### src/rtl/sha_pad_gen.sv
// SHA message padder: writes 0x80, zero fill and the big-endian bit length up to a block boundary.
// Optional feature macro PAD_BASE_ADDR_EN adds a base_addr port that offsets every write address.
module sha_pad_gen #(
    parameter int ADDR_WIDTH  = 10,
    parameter int LEN_WIDTH   = 16,
    parameter int BLOCK_BYTES = 64,
    parameter int LEN_BYTES   = 8
) (
    input  logic                  clk,
    input  logic                  rst,
    input  logic                  start,
    input  logic [LEN_WIDTH-1:0]  msg_len,
    output logic [ADDR_WIDTH-1:0] mem_addr,
    output logic [7:0]            mem_wdata,
    output logic                  mem_we,
    input  logic                  mem_ready,
    output logic                  busy,
    output logic                  done,
    output logic                  err,
    output logic [ADDR_WIDTH:0]   num_blocks
`ifdef PAD_BASE_ADDR_EN
    ,
    input  logic [ADDR_WIDTH-1:0] base_addr
`endif
);

    localparam int TW = ((LEN_WIDTH > ADDR_WIDTH) ? LEN_WIDTH : ADDR_WIDTH) + 2;
    localparam int BW = $clog2(BLOCK_BYTES);
    localparam int KW = $clog2(LEN_BYTES) + 1;
    localparam int LW = LEN_BYTES * 8;
    localparam logic [TW-1:0] LEN_B    = TW'(LEN_BYTES);
    localparam logic [TW-1:0] BLK_B    = TW'(BLOCK_BYTES);
    localparam logic [TW-1:0] BLK_MASK = TW'(BLOCK_BYTES - 1);
    localparam logic [TW-1:0] MEM_SIZE = TW'(2 ** ADDR_WIDTH);
    localparam logic [KW-1:0] K_LAST   = KW'(LEN_BYTES - 1);

    typedef enum logic [2:0] {IDLE, CALC, MARK, ZERO, LEN, DONE} state_t;

    logic [ADDR_WIDTH-1:0] base_in;
`ifdef PAD_BASE_ADDR_EN
    assign base_in = base_addr;
`else
    assign base_in = '0;
`endif

    state_t                state_q, state_d;
    logic [LEN_WIDTH-1:0]  len_q, len_d;
    logic [ADDR_WIDTH-1:0] base_q, base_d;
    logic [TW-1:0]         total_q, total_d;
    logic [TW-1:0]         off_q, off_d;
    logic [KW-1:0]         k_q, k_d;
    logic                  mem_we_q, mem_we_d;
    logic [ADDR_WIDTH-1:0] mem_addr_q, mem_addr_d;
    logic [7:0]            mem_wdata_q, mem_wdata_d;
    logic                  busy_q, busy_d;
    logic                  done_q, done_d;
    logic                  err_q, err_d;
    logic [ADDR_WIDTH:0]   num_blocks_q, num_blocks_d;

    logic [TW-1:0]         total_c, cap_c, field_c, off_inc;
    logic [LW-1:0]         lbits;
    logic [KW-1:0]         k_nxt;
    logic [7:0]            len_byte;
    logic [ADDR_WIDTH-1:0] addr_inc;
    logic                  accept;

    // Outputs are registered from the next-state view, so every output flop
    // already holds what the state being entered must present.
    always_comb begin
        total_c  = (TW'(len_q) + LEN_B + BLK_B) & ~BLK_MASK;
        cap_c    = MEM_SIZE - TW'(base_q);
        field_c  = total_q - LEN_B;
        off_inc  = off_q + 1'b1;
        addr_inc = base_q + ADDR_WIDTH'(off_inc);
        accept   = mem_we_q & mem_ready;
        lbits    = '0;
        lbits[LEN_WIDTH+2:0] = {len_q, 3'b000};
        k_nxt    = (state_q == LEN) ? k_q + 1'b1 : '0;
        len_byte = 8'((lbits << {k_nxt, 3'b000}) >> (LW - 8));

        state_d      = state_q;
        len_d        = len_q;
        base_d       = base_q;
        total_d      = total_q;
        off_d        = off_q;
        k_d          = k_q;
        mem_we_d     = mem_we_q;
        mem_addr_d   = mem_addr_q;
        mem_wdata_d  = mem_wdata_q;
        busy_d       = busy_q;
        done_d       = 1'b0;
        err_d        = err_q;
        num_blocks_d = num_blocks_q;

        case (state_q)
            IDLE: begin
                if (start) begin
                    len_d        = msg_len;
                    base_d       = base_in;
                    busy_d       = 1'b1;
                    err_d        = 1'b0;
                    num_blocks_d = '0;
                    state_d      = CALC;
                end
            end
            CALC: begin
                total_d      = total_c;
                num_blocks_d = (ADDR_WIDTH+1)'(total_c >> BW);
                if (total_c > cap_c) begin
                    err_d   = 1'b1;
                    busy_d  = 1'b0;
                    done_d  = 1'b1;
                    state_d = DONE;
                end else begin
                    off_d       = TW'(len_q);
                    mem_we_d    = 1'b1;
                    mem_addr_d  = base_q + ADDR_WIDTH'(len_q);
                    mem_wdata_d = 8'h80;
                    state_d     = MARK;
                end
            end
            MARK, ZERO: begin
                if (accept) begin
                    off_d      = off_inc;
                    mem_addr_d = addr_inc;
                    if (off_inc == field_c) begin
                        k_d         = '0;
                        mem_wdata_d = len_byte;
                        state_d     = LEN;
                    end else begin
                        mem_wdata_d = 8'h00;
                        state_d     = ZERO;
                    end
                end
            end
            LEN: begin
                if (accept) begin
                    if (k_q == K_LAST) begin
                        mem_we_d = 1'b0;
                        busy_d   = 1'b0;
                        done_d   = 1'b1;
                        state_d  = DONE;
                    end else begin
                        k_d         = k_nxt;
                        off_d       = off_inc;
                        mem_addr_d  = addr_inc;
                        mem_wdata_d = len_byte;
                    end
                end
            end
            DONE: begin
                state_d = IDLE;
            end
            default: begin
                state_d = IDLE;
            end
        endcase
    end

    always_ff @(posedge clk) begin
        if (!rst) begin
            state_q      <= IDLE;
            len_q        <= '0;
            base_q       <= '0;
            total_q      <= '0;
            off_q        <= '0;
            k_q          <= '0;
            mem_we_q     <= 1'b0;
            mem_addr_q   <= '0;
            mem_wdata_q  <= '0;
            busy_q       <= 1'b0;
            done_q       <= 1'b0;
            err_q        <= 1'b0;
            num_blocks_q <= '0;
        end else begin
            state_q      <= state_d;
            len_q        <= len_d;
            base_q       <= base_d;
            total_q      <= total_d;
            off_q        <= off_d;
            k_q          <= k_d;
            mem_we_q     <= mem_we_d;
            mem_addr_q   <= mem_addr_d;
            mem_wdata_q  <= mem_wdata_d;
            busy_q       <= busy_d;
            done_q       <= done_d;
            err_q        <= err_d;
            num_blocks_q <= num_blocks_d;
        end
    end

    assign mem_we     = mem_we_q;
    assign mem_addr   = mem_addr_q;
    assign mem_wdata  = mem_wdata_q;
    assign busy       = busy_q;
    assign done       = done_q;
    assign err        = err_q;
    assign num_blocks = num_blocks_q;

endmodule

### config.mk
export PLATFORM = sky130hd
export DESIGN_NAME = sha_pad_gen
export DESIGN_NICKNAME = d
export VERILOG_FILES = /design/src/rtl/sha_pad_gen.sv
export SDC_FILE = /design/constraint.sdc
export NUM_CORES = 1
export LEC_CHECK = 0
export ABC_AREA = 1
export CELL_PAD_IN_SITES_DETAIL_PLACEMENT = 1
export CELL_PAD_IN_SITES_GLOBAL_PLACEMENT = 2
export CORE_UTILIZATION = 33
export DETAILED_ROUTE_END_ITERATION = 7
export PLACE_DENSITY = 0.94
export SLEW_MARGIN = 30
export SYNTH_ARGS = -nofsm -noshare
export SYNTH_HDL_FRONTEND = slang
export SYNTH_SLANG_ARGS = --single-unit
### constraint.sdc
create_clock -name clk -period 3 [get_ports clk]
set_input_delay 0.45 -clock clk [delete_from_list [all_inputs] [get_ports clk]]
set_output_delay 0.45 -clock clk [all_outputs]
set_load 0.05 [all_outputs]
== Yosys cells after proc, flatten, opt, wreduce, memory -nomap -nowiden ==
Cells that the tools add are included.

* Register bits: 86
* Bits in latches: 0
* Memory bits (writable): 0
* Memory bits (read-only): 0
* Output and inout bits: 33
* Memories: 0

* Add/sub/neg operators: 5
* Multiply operators: 0
* Divide/modulo/power cells: 0
* $lt $le $gt $ge: 1
* Equality and inequality tests: 14
* Shifts and indexed selects: 1
* Mux-type cells: 45
* Bitwise gates (word level): 1
* Reductions and logical operators: 15

{| class="wikitable"
|+ Operators with widths
! kind !! number
|-
| 2-to-1 mux 18 bit || 4
|-
| left shift 19 x 7 -> 64 bit || 1
|-
| case mux 18 bit (3 select lines) || 1
|-
| 2-to-1 mux 10 bit || 4
|-
| 2-to-1 mux 8 bit || 5
|-
| case mux 10 bit (3 select lines) || 1
|-
| case mux 8 bit (3 select lines) || 1
|-
| case mux 11 bit (2 select lines) || 1
|-
| 2-to-1 mux 4 bit || 5
|-
| adder 17 x 7 -> 18 bit, second input constant || 1
|-
| adder 18 x 1 -> 18 bit, second input constant || 1
|-
| equality test 18 bit || 1
|-
| greater-than comparator 18 x 11 -> 1 bit, second input constant || 1
|-
| 2-to-1 mux 3 bit || 6
|-
| subtractor 18 x 4 -> 18 bit, second input constant || 1
|-
| adder 16 x 4 -> 17 bit, second input constant || 1
|-
| AND reduction 5 bit || 3
|-
| != test 2 bit, second input constant || 7
|-
| case mux 3 bit (4 select lines) || 1
|-
| 2-to-1 mux 11 bit || 1
|-
| 2-to-1 mux 1 bit || 10
|-
| case mux 4 bit (2 select lines) || 1
|-
| AND reduction 4 bit || 2
|-
| equality test 3 x 2 -> 1 bit, second input constant || 2
|-
| 14 further kinds || 20
|}

== Depth between registers and ports, before layout ==
Gate-level depths: netlist of run 1.

* Word-level depth: 6
* Mapped depth: 19

== Least setup slack after synthesis of run 1 ==
OpenSTA, ideal clock, no wires.

* Path type: reg2reg
* Start point: register off_q[1]
* End point: register k_q[3]
* Data arrival time: 1.863 ns
* Required time: 2.887 ns
* Setup slack: 1.023 ns
* Cell stages (with the launch flop): 15
* Period minus slack after synthesis: 1.977 ns
* Cell sequence: dfxtp_1 > ha_1 > nand2_1 > nor2_4 > nand2_1 > o21ai_1 > nand2_1 > nand3_1 > nand3_1 > nor2_1 > nand3_1 > nand2_2 > nand3_2 > nor2_1 > nor2_1

* Cells in the longest elaborated chain, start to end: 4

{| class="wikitable"
|+ RTL lines
! what !! RTL line !! text
|-
| start: declaration || 50 || <nowiki>logic [TW-1:0] off_q, off_d;</nowiki>
|-
| start signal: assignment || 166 || <nowiki>off_q <= '0;</nowiki>
|-
| start signal: assignment || 180 || <nowiki>off_q <= off_d;</nowiki>
|-
| adder 18 x 1 -> 18 bit || 73 || <nowiki>off_inc = off_q + 1'b1;</nowiki>
|-
| equality test 18 bit || 126 || <nowiki>if (off_inc == field_c) begin</nowiki>
|-
| != test 2 bit (no line) || -- ||
|-
| AND reduction 5 bit (no line) || -- ||
|-
| end signal: assignment || 181 || <nowiki>k_q <= k_d;</nowiki>
|-
| end: declaration || 51 || <nowiki>logic [KW-1:0] k_q, k_d;</nowiki>
|}

Every way passes these cells.
A chain may end at the register's enable or synchronous reset.

== Worst setup path after layout of run 1 ==
Ends and elaborated chain as after synthesis.

==> results of run 1 <==
==> per-stage QoR <==
step                power [W]  hold slack [ns]
finish               0.005580           0.4635
global placement     0.004264           0.4552
detailed placement   0.004347           0.4592
CTS                  0.005628           0.4680
floorplan            0.003695           0.4366
global route         0.005975           0.4845
==> per-layer routing <==
metal	vias up	global-route usage, %	part of all wire [%]
met5	-	0	0
met4	0	7.212	1.6
met3	18	3.282	3.2
met2	62	36.51	50
met1	2183	25.24	45
li1	2304	-	-
==> final timing paths <==
path | cells after the start | slack [ns] | to
min reg2reg | 2 | 0.46 | num_blocks[3]
min | 2 | 0.46 | num_blocks[3]
max | 15 | 0.30 | k_q[3]
max reg2reg | 15 | 0.30 | k_q[3]
==> worst min-delay path: stages (launching register included) <==
cell and delay [ns]:
dfxtp_1 0.31, nand2_1 0.06, a21oi_1 0.05
==> final cells by class <==
type | count | area (µm²)
Multi-Input combinational cell | 511 | 2494
Tap cell | 176 | 220.2
Sequential cell | 75 | 1501
Inverter | 71 | 274.0
Clock inverter | 7 | 116.4
Timing Repair Buffer | 59 | 585.6
Clock buffer | 9 | 225.2
Fill cell | 1780 | 7826
==> kinds of logic (layout without fill, tap and decap cells) <==
kind of cell / after synthesis / after routing / share of synthesized area (%)
compound gates: 127 / 127 / 16.12
flops: 75 / 75 / 33.63
simple gates: 373 / 373 / 37.19
fa+ha+maj: 4 / 4 / 1.121
xor+xnor: 7 / 7 / 1.373
buf+inv: 104 / 146 / 10.57
==> placed cells by master (no fill, tap or decap), types with 4 or more instances in the layout <==
master / n
nand2_1: 204
dfxtp_1: 75
nor2_1: 70
inv_1: 65
a21oi_1: 55
clkdlybuf4s50_1: 52
nand3_1: 51
o21ai_0: 44
a21oi_2: 13
nand2_2: 12
nand4_1: 12
clkbuf_16: 9
buf_4: 6
nor3_1: 4
nor2_2: 4
nand3b_1: 4
xnor2_1: 4
o21ai_1: 4
a2111oi_0: 4
ha_1: 4
==> sequential cells by signal, summed over array words and instances, names as in the netlist <==
register / cells
k_q: 4
mem_we: 1
total_q: 11
mem_wdata: 8
off_q: 18
done: 1
len_q: 16
err: 1
state_q: 3
num_blocks: 11
busy: 1
==> power groups by stage <==
| stage | combinational [W] | clock (W) | sequential, W |
|---|---|---|---|
| floorplan | 0.00201 | 0 | 0.00168 |
| global placement | 0.00273 | 0 | 0.00153 |
| detailed placement | 0.00280 | 0 | 0.00154 |
| CTS | 0.00283 | 0.00127 | 0.00152 |
| global route | 0.00310 | 0.00131 | 0.00156 |
| finish | 0.00281 | 0.00125 | 0.00152 |
==> impl_metrics.env, run 1 <==
export IMPL_hpwlAfterDp_um=10890
export IMPL_critPathBufInv=0
export IMPL_path_cells="ha_1 > nand3_1 > xnor2_1 > nand2_1 > nor2_1 > nand2_1 > nor2_1 > nand2_1 > nor2_1 > nand3_1 > nand2_2 > nand3_2 > nand2_1 > nand2_1 > nor2_1"
export IMPL_syn_area_mm2=0.004464
export IMPL_final_util_pct=40.90
export IMPL_required_ns=3.28
export IMPL_rsz0062_at_grt="false"
export IMPL_avgSynthCellArea_um2=6.470
export IMPL_drt_wirelength_per_cell_um=15.40
export IMPL_crit_path_top_delay_cell="dfxtp_1"
export IMPL_routed_wl_um=13980
export IMPL_fmax_mhz=370.7
export IMPL_powerDensity_mw_per_mm2=1030
export IMPL_placed_area_mm2=0.005072
export IMPL_route_detailed_drc=0
export IMPL_yosysTopAreaCellShare_pct=33.63
export IMPL_final_hold_viol_count=0
export IMPL_slowest_delay_ns=0.48
export IMPL_p_sw_share_pct=47.27
export IMPL_die_area_mm2=0.01400
export IMPL_crit_path_end_kind="flop"
export IMPL_startpoint_type="flop"
export IMPL_synth_edff_count=0
export IMPL_crit_type="reg2reg"
export IMPL_routabilityCongestion=0.8432
export IMPL_outcome="completed"
export IMPL_grt_use_total_pct=20.67
export IMPL_cts_hold_buffers=0
export IMPL_numCtsBuffers=9
export IMPL_cts_setup_buffers=0
export IMPL_yosysMostFrequentCell="nand2_1"
export IMPL_grt_ovfl_total=0
export IMPL_final_max_slew_violation_count=0
export IMPL_grt_max_degree=40
export IMPL_crit_family="simple AND/OR/NAND/NOR gates"
export IMPL_netSwitchingPower_w=0.002638
export IMPL_fin_crit_sh_pct=89.91
export IMPL_htreeDepth=3
export IMPL_area_growth_pct=21.33
export IMPL_ys_seq_area_share_pct=33.63
export IMPL_placedCellCount=892
export IMPL_die_w_um=118.3
export IMPL_setup_violations=0
export IMPL_fin_area_mm2=0.005416
export IMPL_postRouteAntennaNets=0
export IMPL_ioPinCount=53
export IMPL_antenna_found_initial=0
export IMPL_pwr_share_seq_pct=27.3
export IMPL_cts_tree="done"
export IMPL_r2r_start="off_q[1]"
export IMPL_grt_pass1_wl_um=22940
export IMPL_dp_slack_ns=0.3992
export IMPL_drive_gt1_share_pct=8.880
export IMPL_clkTransAtPathRegs_ns=0.06
export IMPL_synth_area_leaders="dfxtp_1 (34%), nand2_1 (17%), a21oi_1 (6.2%), nor2_1 (6.0%), nand3_1 (5.7%)"
export IMPL_cts_root_buf="clkbuf_16"
export IMPL_slew_headroom_pct=54.79
export IMPL_drt_iter0_drc=217
export IMPL_synth_flop_cell="dfxtp_1"
export IMPL_routed_via_density=5.030
export IMPL_path_common_cell="nand2_1"
export IMPL_min_path_type="reg2reg"
export IMPL_worst_pin_slew_ns=0.6775
export IMPL_clk_insertion_delay_late_ns=0.34
export IMPL_leakage_nw=2.122
export IMPL_core_area_mm2=0.01324
export IMPL_clock_sinks=75
export IMPL_synth_fp_nets=714
export IMPL_ir_worst_vdd_mv=0.4349
export IMPL_ys_seq_elements=75
export IMPL_syn_inst=690
export IMPL_ys_async_sr_fraction_pct=0
export IMPL_crit_arrival_ns=2.97
export IMPL_power_internal_w=0.002942
export IMPL_ctsResizeCount=0
export IMPL_fin_ws_ns=0.3026
export IMPL_drt_pass1_iterations=4
export IMPL_power_frac_comb_pct=50.4
export IMPL_diodes=0
export IMPL_crit_start="off_q[1]"
export IMPL_dieHeight_um=118.3
export IMPL_rows=42
export IMPL_skew_ns=0.004633
export IMPL_io_buffer_count=52
export IMPL_hp_start="num_blocks[3]"
export IMPL_synth_warnings=0
export IMPL_stdcell_count=908
export IMPL_first_global_vias=4591
export IMPL_synth_cell_types=42
export IMPL_final_min_clock_period_ns=2.697
export IMPL_cp_max_fo=7
export IMPL_vias=4567
export IMPL_start_util_pct=33.71
export IMPL_synthTopCellsByCount="nand2_1 (204), dfxtp_1 (75), nor2_1 (71)"
export IMPL_tns_ns=0
export IMPL_synth_area_leader_cell="dfxtp_1"
export IMPL_maxCapViolations=0
export IMPL_power_share_clock_pct=22.3
export IMPL_clockBufferDepth=2
export IMPL_nets=751
No activity file was read; power rests on OpenSTA's default activity.
==> run 2, diff against run 1 <==
GPL_TIMING_DRIVEN = 1   (was default)
==> results of run 2 <==
The final DEF is identical to that of run 1; final timing and power are the same.
==> run 3, diff against run 2 <==
CAP_MARGIN = 40   (was default)
CORE_MARGIN = 5   (was default)
TNS_END_PERCENT = 10   (was default)
==> impl_metrics.env, run 3 (synthesis gave the netlist of run 1 again) <==
export IMPL_required_ns=3.19
export IMPL_drt_pass1_iterations=4
export IMPL_ir_worst_vdd_mv=0.4306
export IMPL_drive_gt1_share_pct=8.892
export IMPL_cp_max_fo=7
export IMPL_first_global_vias=4750
export IMPL_postRouteAntennaNets=0
export IMPL_grt_use_met1_pct=23.06
export IMPL_crit_arrival_ns=2.86
export IMPL_fin_area_mm2=0.005339
export IMPL_dp_slack_ns=0.2923
export IMPL_crit_type="reg2reg"
export IMPL_skew_ns=0.008450
export IMPL_outcome="completed"
export IMPL_regMostFlops="off_q"
export IMPL_cts_tree="done"
export IMPL_drt_iter0_drc=166
export IMPL_grt_pass1_wl_um=23860
export IMPL_final_max_slew_violation_count=0
export IMPL_largest_reg_flops=18
export IMPL_final_hold_viol_count=0
export IMPL_drt_wirelength_per_cell_um=15.61
export IMPL_routed_via_density=4.969
export IMPL_top_usage_layer="met2"
export IMPL_powerDensity_mw_per_mm2=1006
export IMPL_cts_root_buf="clkbuf_16"
export IMPL_fmax_mhz=373.9
export IMPL_start_util_pct=33.71
export IMPL_r2r_cells=16
export IMPL_clk_insertion_delay_late_ns=0.34
export IMPL_crit_path_end_kind="flop"
export IMPL_fin_ws_ns=0.3254
export IMPL_gr_usage_met3_pct=2.606
export IMPL_dieHeight_um=126.3
export IMPL_clkTransAtPathRegs_ns=0.07
export IMPL_io_buffer_count=52
export IMPL_route_detailed_drc=0
export IMPL_maxCapViolations=0
export IMPL_vias=4507
export IMPL_grt_use_total_pct=18.12
export IMPL_die_area_mm2=0.01595
export IMPL_startpoint_type="flop"
export IMPL_rows=42
export IMPL_worst_pin_slew_ns=0.6664
export IMPL_final_cell_mix="nand2_1 (204), dfxtp_1 (74), nor2_1 (70), inv_1 (66), a21oi_1 (55)"
export IMPL_rsz0062_at_grt="false"
export IMPL_tns_ns=0
export IMPL_mostFrequentLayoutCell="nand2_1"
export IMPL_clock_sinks=75
export IMPL_antenna_found_initial=0
export IMPL_cts_hold_buffers=0
export IMPL_slew_headroom_pct=55.53
export IMPL_htreeDepth=3
export IMPL_die_w_um=126.3
export IMPL_numCtsBuffers=9
export IMPL_use_met2_pct=31.58
export IMPL_leakage_nw=2.081
export IMPL_min_path_type="reg2reg"
export IMPL_top_regs="off_q x18, len_q x16"
export IMPL_setup_violations=0
export IMPL_placed_area_mm2=0.005055
export IMPL_hpwlAfterDp_um=11190
export IMPL_n_fill_cell=1767
export IMPL_r2r_start="total_q[6]"
export IMPL_clockBufferDepth=2
export IMPL_final_min_clock_period_ns=2.675
export IMPL_area_growth_pct=19.59
export IMPL_routabilityCongestion=0.8514
export IMPL_grt_ovfl_total=0
export IMPL_routed_wl_um=14160
export IMPL_crit_start="total_q[6]"
export IMPL_rrSetupSlack_ns=0.33
export IMPL_grt_max_degree=50
export IMPL_nets=750
export IMPL_diodes=0
export IMPL_worst_r2r_endpoint="k_q[1]"
export IMPL_fin_crit_sh_pct=89.15
export IMPL_crit_end="k_q[1]"
export IMPL_core_area_mm2=0.01324
export IMPL_ioPinCount=53
-- run 3: area by class of cell --
| cell class | count | area (µm²) | share of cell area [%] |
|---|---|---|---|
| clock inverters | 7 | 57.56 | 1.078 |
| multi-input cells | 511 | 2494 | 46.71 |
| clock buffers | 9 | 225.2 | 4.218 |
| well taps | 176 | 220.2 | 4.125 |
| inverters | 71 | 274.0 | 5.132 |
| repair buffers | 58 | 565.5 | 10.59 |
| flip-flops and latches | 75 | 1503 | 28.15 |
-- run 3: where the power goes --
group	internal, W	switching (W)	total [W]	leakage (nW)
clock network	0.000572	0.000470	0.00104	0.129
logic	0.000873	0.00193	0.00280	1.34
registers	0.00125	0.000277	0.00153	0.613
-- run 3: metrics by stage --
step	cells	hold WS, ns	power, W	util, %
floorplan	690	0.4366	0.003695	-
global placement	891	0.4510	0.004262	38.15
detailed placement	891	0.4540	0.004363	38.17
CTS	907	0.4644	0.005417	40.31
global route	907	0.4847	0.005797	40.32
finish	907	0.4633	0.005371	40.32
-- run 3: metal layers --
layer  routed length, µm  up-vias
met1                6541     2116
met5                   0        -
met3                 357       20
met2                6929       60
li1                    -     2311
met4                 331        0
-- run 3: worst min-delay path by stage --
stage                             start       endpoint  slack [ns]  cells after the start
after floorplan                len_q[0]       len_q[0]        0.44                      2
after global placement             busy           busy        0.45                      2
after detailed placement  num_blocks[8]  num_blocks[8]        0.45                      2
after CTS                 num_blocks[8]  num_blocks[8]        0.46                      2
after global routing      num_blocks[9]  num_blocks[9]        0.48                      2
final                              busy           busy        0.46                      2
-- run 3: critical path: stages, from the launching register on --
cell	delay, ns
dfxtp_1	0.43
inv_1	0.15
ha_1	0.27
xnor2_1	0.32
inv_1	0.09
nand3_1	0.10
nand2_1	0.06
inv_1	0.05
nand2_1	0.04
nor2_1	0.12
nand2_1	0.08
nor2_1	0.16
nand3_1	0.15
nand2_2	0.18
nand3_2	0.14
nand2_1	0.11
a21oi_1	0.07
-- run 3: timing repair --
| action | 4_1_cts | 5_1_grt |
|---|---|---|
| endpoints found under the setup margin | 0 | 2 |
| resized for setup | 0 | 1 |
| setup buffers | 0 | 0 |
==> RTL edit 1 (config.mk and constraints of run 3) <==
The option `PAD_BASE_ADDR_EN` is turned on by a define.
--- a/src/rtl/sha_pad_gen.sv
+++ b/src/rtl/sha_pad_gen.sv
@@ -2,2 +2,4 @@
 // Optional feature macro PAD_BASE_ADDR_EN adds a base_addr port that offsets every write address.
+`define PAD_BASE_ADDR_EN
+
 module sha_pad_gen #(
Ports: changed (added base_addr); port bits go from 53 to 63. The function was not compared with the original's and may differ.
==> RTL edit 1 against run 3 <==
The run now ends with setup timing left. Core utilization increased by 2.1 points. Sequential share of layout area decreased by 0.77 points. Fmax decreased by 12%. Via count increased by 23%. Sequential cell count increased by 20. Worst setup slack got worse by 0.36 ns. Total power increased by 36%. Design area increased by 30%. Routed wire length increased by 32%. Area after synthesis increased by 22%. Clock power increased by 17%. Combinational power increased by 45%. Critical path type unchanged.
==> RTL edit 1: results <==
{
  "cts_root_buf": "clkbuf_16",
  "synth.distinct_cells": 44,
  "synthFlopType": "dfxtp_1",
  "synth_xor_area_share_pct": 3.06,
  "hpwl_mm": 13.8,
  "synth_common_cells": "180 x nand2_1, 95 x dfxtp_1, 90 x a21oi_1, 88 x nor2_1, 75 x o21ai_0",
  "finalNetCount": 915,
  "multi_input_area_um2": 3270,
  "multi_input_comb_cells": 593,
  "antenna_found_initial": 0,
  "htreeDepth": 3,
  "hold_violations": 0,
  "yosys-top-cells-area": "dfxtp_1 35%, nand2_1 12%, a21oi_1 8.3%, o21ai_0 6.9%, nor2_1 6.1%",
  "synth_compound_area_share_pct": 19.2,
  "status": "finished with violations",
  "violations": "setup timing",
  "clk_share_pct": 4.48,
  "peakVddDrop_uv": 506,
  "grt_max_degree": 34,
  "port_buffers": 62,
  "grt_pass1_wl_mm": 29.6,
  "yosysSeqAreaShare_pct": 34.9,
  "arrival_ns": 3.32,
  "seq_area_um2": 1910,
  "synth-seq-cells": 95,
  "synth_nets": 841,
  "grtUsageTotal_pct": 18.9,
  "clk_pin_slew_worst_paths_ns": 0.06,
  "nNonClkInverters": 79,
  "nonClkBufAreaFrac_pct": 12.8,
  "yosys_warnings": 0,
  "final.setup_skew_ns": 0.0102,
  "cts_buffers": 9,
  "leakagePower_nw": 2.90,
  "dr.first_iter.drc_count": 301,
  "n_all_buffers": 89,
  "antenna_cells": 0,
  "worst_slew_pin_slew_ns": 0.750,
  "hold_path_class": "flip-flop to flip-flop",
  "wl_per_cell_um": 17.1,
  "clockBufferDepth": 2,
  "grt_pass1_vias": 5612,
  "detail_route.first_pass.iterations": 5,
  "vias": 5526,
  "synthAdderAreaFrac_pct": 4.27,
  "fin_ws_ns": -0.0394,
  "path_max_fanout": 5,
  "setup_violations": 18,
  "clock_buffers": 14,
  "drive_gt1_share_pct": 13.1,
  "fill_cells": 2072,
  "place_congestion": 0.882,
  "synthArstFlopShare_pct": 0
}
[RTL edit 1: through the flow]
| stage | instances | worst slack [ns] | TNS [ns] | power (W) | area, µm² |
|---|---|---|---|---|---|
| 2_1_floorplan | 793 | 0.182 | 0 | 0.00449 | 5450 |
| 3_3_place_gp | 1071 | 0.114 | 0 | 0.00563 | 6390 |
| 3_5_place_dp | 1071 | -0.0715 | -0.265 | 0.00570 | 6390 |
| 4_1_cts | 1088 | -0.00677 | -0.00677 | 0.00703 | 6750 |
| 5_1_grt | 1092 | -0.250 | -8.18 | 0.00784 | 6960 |
| 6_report | 1092 | -0.0394 | -0.311 | 0.00733 | 6960 |
[RTL edit 1: cell families (layout without fill, tap and decap cells)]
group / after synthesis / in the layout
AND/OR/NAND/NOR: 363 / 363
buffers and inverters: 105 / 184
XOR/XNOR: 19 / 19
AO/OA/AOI/OAI: 193 / 193
adder cells (fa/ha/maj): 18 / 18
flip-flops: 95 / 95
[RTL edit 1: power breakdown]
group	leakage [nW]	switching [W]	internal [W]
clock network	0.149	0.000502	0.000717
logic	1.97	0.00264	0.00143
registers	0.776	0.000404	0.00164
total	2.90	0.00354	0.00378
[RTL edit 1: worst paths after layout]
check | slack [ns] | startpoint | end | cells after the start
worst max-delay path | -0.04 | base_q[0] | mem_wdata[6] | 20
worst min register to register | 0.46 | k_q[3] | k_q[3] | 2
worst min-delay path | 0.46 | k_q[3] | k_q[3] | 2
worst max register to register | -0.04 | base_q[0] | mem_wdata[6] | 20
[RTL edit 1: metal layers]
| metal | wire length [µm] | vias up | GRT usage (%) |
|---|---|---|---|
| met1 | 8670 | 2639 | 25.3 |
| met5 | 0 | - | 0 |
| met3 | 576 | 20 | 1.97 |
| li1 | - | 2761 | - |
| met4 | 271 | 0 | 4.89 |
| met2 | 9200 | 106 | 32.7 |
[RTL edit 1: repair_timing]
| action | in CTS | in global routing |
|---|---|---|
| setup endpoints to repair | 36 | 43 |
| resized for setup | 7 | 59 |
| setup buffers | 0 | 3 |
| pin swaps | 2 | 12 |
| gates cloned | 1 | 2 |
[RTL edit 1: worst max-delay path, stage by stage (launching register included)]
cell	delay, ns
dfxtp_4	0.37
nor4_4	0.28
nand2_1	0.10
nor2_2	0.17
inv_2	0.06
nor2_2	0.09
nand2_2	0.09
nor2_1	0.13
nand2_1	0.11
nand2_2	0.11
ha_4	0.21
nand2_4	0.08
o21ai_2	0.07
nor2_1	0.11
nor2_1	0.07
o21ai_2	0.20
nand4_4	0.15
nand2_8	0.18
buf_12	0.15
o2111ai_2	0.10
a21oi_2	0.14
==> RTL edit 2 (settings of run 3) <==
Without the edit above. Make the reset (`rst`) asynchronous in one clocked block.
--- a/src/rtl/sha_pad_gen.sv
+++ b/src/rtl/sha_pad_gen.sv
@@ -159,3 +159,3 @@
 
-    always_ff @(posedge clk) begin
+    always_ff @(posedge clk or negedge rst) begin
         if (!rst) begin
Behaviour: differs if rst is asserted again (counterexample within 4 cycles, from zero or initial values and one cycle with rst low); with rst held inactive, the same outputs for 4 cycles.
==> RTL edit 2 against run 3 <==
Clock skew decreased by 0.0026 ns. Worst hold slack got worse by 0.41 ns. Sequential power rose by 26%. Core utilization rose by 0.80 points. Area after synthesis down 0.50%. Worst setup slack improved by 0.18 ns. Sequential cell count unchanged. Final cell count down 5.1%. Design area is 2.0% higher. Routed wire length is 0.89% higher. Total power up 26%. Global-route usage up 0.57 points. Critical path type unchanged. Largest cell class unchanged.
==> RTL edit 2: results <==
{
  "stdcell_count": 861,
  "synthArstFlopShare_pct": 100,
  "critPathKind": "flip-flop to flip-flop",
  "period_share_pct": 83.1,
  "grtUsageTotal_pct": 18.7,
  "fill_cells": 1717,
  "post-route-cell-area_um2": 5450,
  "drive_gt1_share_pct": 7.74,
  "yosysSeqAreaShare_pct": 42.3,
  "synth_xor_area_share_pct": 2.17,
  "grt_max_degree": 43,
  "synthFlopType": "dfrtp_1",
  "antenna_found_initial": 1,
  "routed_via_density": 5.01,
  "yosys-top-cells-area": "dfrtp_1 42%, nand2_1 20%, o21ai_0 7.3%, inv_1 4.9%, nor2_1 4.6%",
  "path_max_fanout": 9,
  "port_buffers": 52,
  "dpl.cell_count": 845,
  "rr_worst_depth": 12,
  "leakagePower_nw": 2.61,
  "startpoint": "off_q[0]",
  "antenna_cells": 0,
  "synthAdderAreaFrac_pct": 1.13,
  "finalNetCount": 704,
  "hpwl_mm": 10.9,
  "clock_latency_ns": 0.35,
  "arrival_ns": 2.73,
  "synth_compound_area_share_pct": 10.4,
  "place_congestion": 0.864,
  "postCtsSetupRepairBufs": 0,
  "reg2reg_slack_ns": 0.51,
  "reg2reg_to": "state_q[0]",
  "grt_pass1_vias": 4604,
  "grtUsageMet1_pct": 23.8,
  "synth_area_per_cell_um2": 7.03,
  "status": "finished clean",
  "synth_common_cells": "236 x nand2_1, 75 x dfrtp_1, 65 x o21ai_0, 58 x inv_1, 54 x nor2_1",
  "grtUsageMet3_pct": 4.91,
  "wl_per_cell_um": 16.6,
  "muxShareOfSynthArea_pct": 0.451,
  "grt_pass1_wl_mm": 23.7,
  "dr.first_iter.drc_count": 198,
  "dpl_worst_slack_ns": 0.524,
  "yosys_warnings": 0,
  "hold_path_class": "primary input to asynchronous set/reset pin",
  "synth.distinct_cells": 33,
  "placed_area_um2": 5110,
  "clockBufferDepth": 2,
  "cts_buffers": 9,
  "peakVddDrop_uv": 515,
  "gr-usage-met2_pct": 30.3,
  "htreeDepth": 3,
  "worst_slew_pin_slew_ns": 0.510,
  "synth_nets": 656,
  "final.setup_skew_ns": 0.00587
}
## RTL edit 2: changes by cell type after synthesis, moves of 8 or more
cell,delta
dfrtp_1,+75
dfxtp_1,-75
a21oi_1,-50
nand2_1,+32
o21ai_0,+21
nor2_1,-17
a21oi_2,-13
nand3_1,-13
clkbuf_1,-11
inv_1,-8
nand2_2,-8
nor2_2,+8
## RTL edit 2: how the worst min path moves through the flow
| stage | from | end | slack [ns] | depth (start not counted) |
|---|---|---|---|---|
| 2_1_floorplan | rst | busy | 0.15 | 0 |
| 3_3_place_gp | busy | busy | 0.46 | 2 |
| 3_5_place_dp | rst | mem_wdata[4] | 0.43 | 1 |
| 4_1_cts | rst | mem_wdata[0] | 0.06 | 1 |
| 5_1_grt | rst | len_q[3] | 0.09 | 1 |
| 6_report | rst | mem_wdata[0] | 0.05 | 1 |
## RTL edit 2: layer usage
layer  routed length (µm)  vias to the layer above
li1                     -                     2095
met1                 6480                     2102
met2                 6730                       84
met3                  652                       29
met4                  405                        2
met5                   11                        -
## RTL edit 2: final cells by class
class                      instances  area share, %
clock buffer                      13           4.96
sequential                        75           34.5
timing repair buffer              60           10.8
multi-input combinational        469           39.9
clock inverter                     3           1.26
tap                              176           4.04
inverter                          65           4.48
## RTL edit 2: power breakdown
part / total [W] / internal (W) / switching [W]
sequential: 0.00193 / 0.00143 / 0.000492
clock: 0.00124 / 0.000799 / 0.000444
combinational: 0.00359 / 0.00110 / 0.00248
## RTL edit 2: critical path: stages (launching register included)
cell     delay [ns]
dfrtp_1        0.52
ha_1           0.26
nand3_2        0.14
o21ai_0        0.34
nand2_1        0.12
nand2_1        0.08
nand4_1        0.12
nor3_1         0.34
nand3_2        0.14
nand2_4        0.12
nand2_1        0.07
nand2_1        0.07
nand2_1        0.05
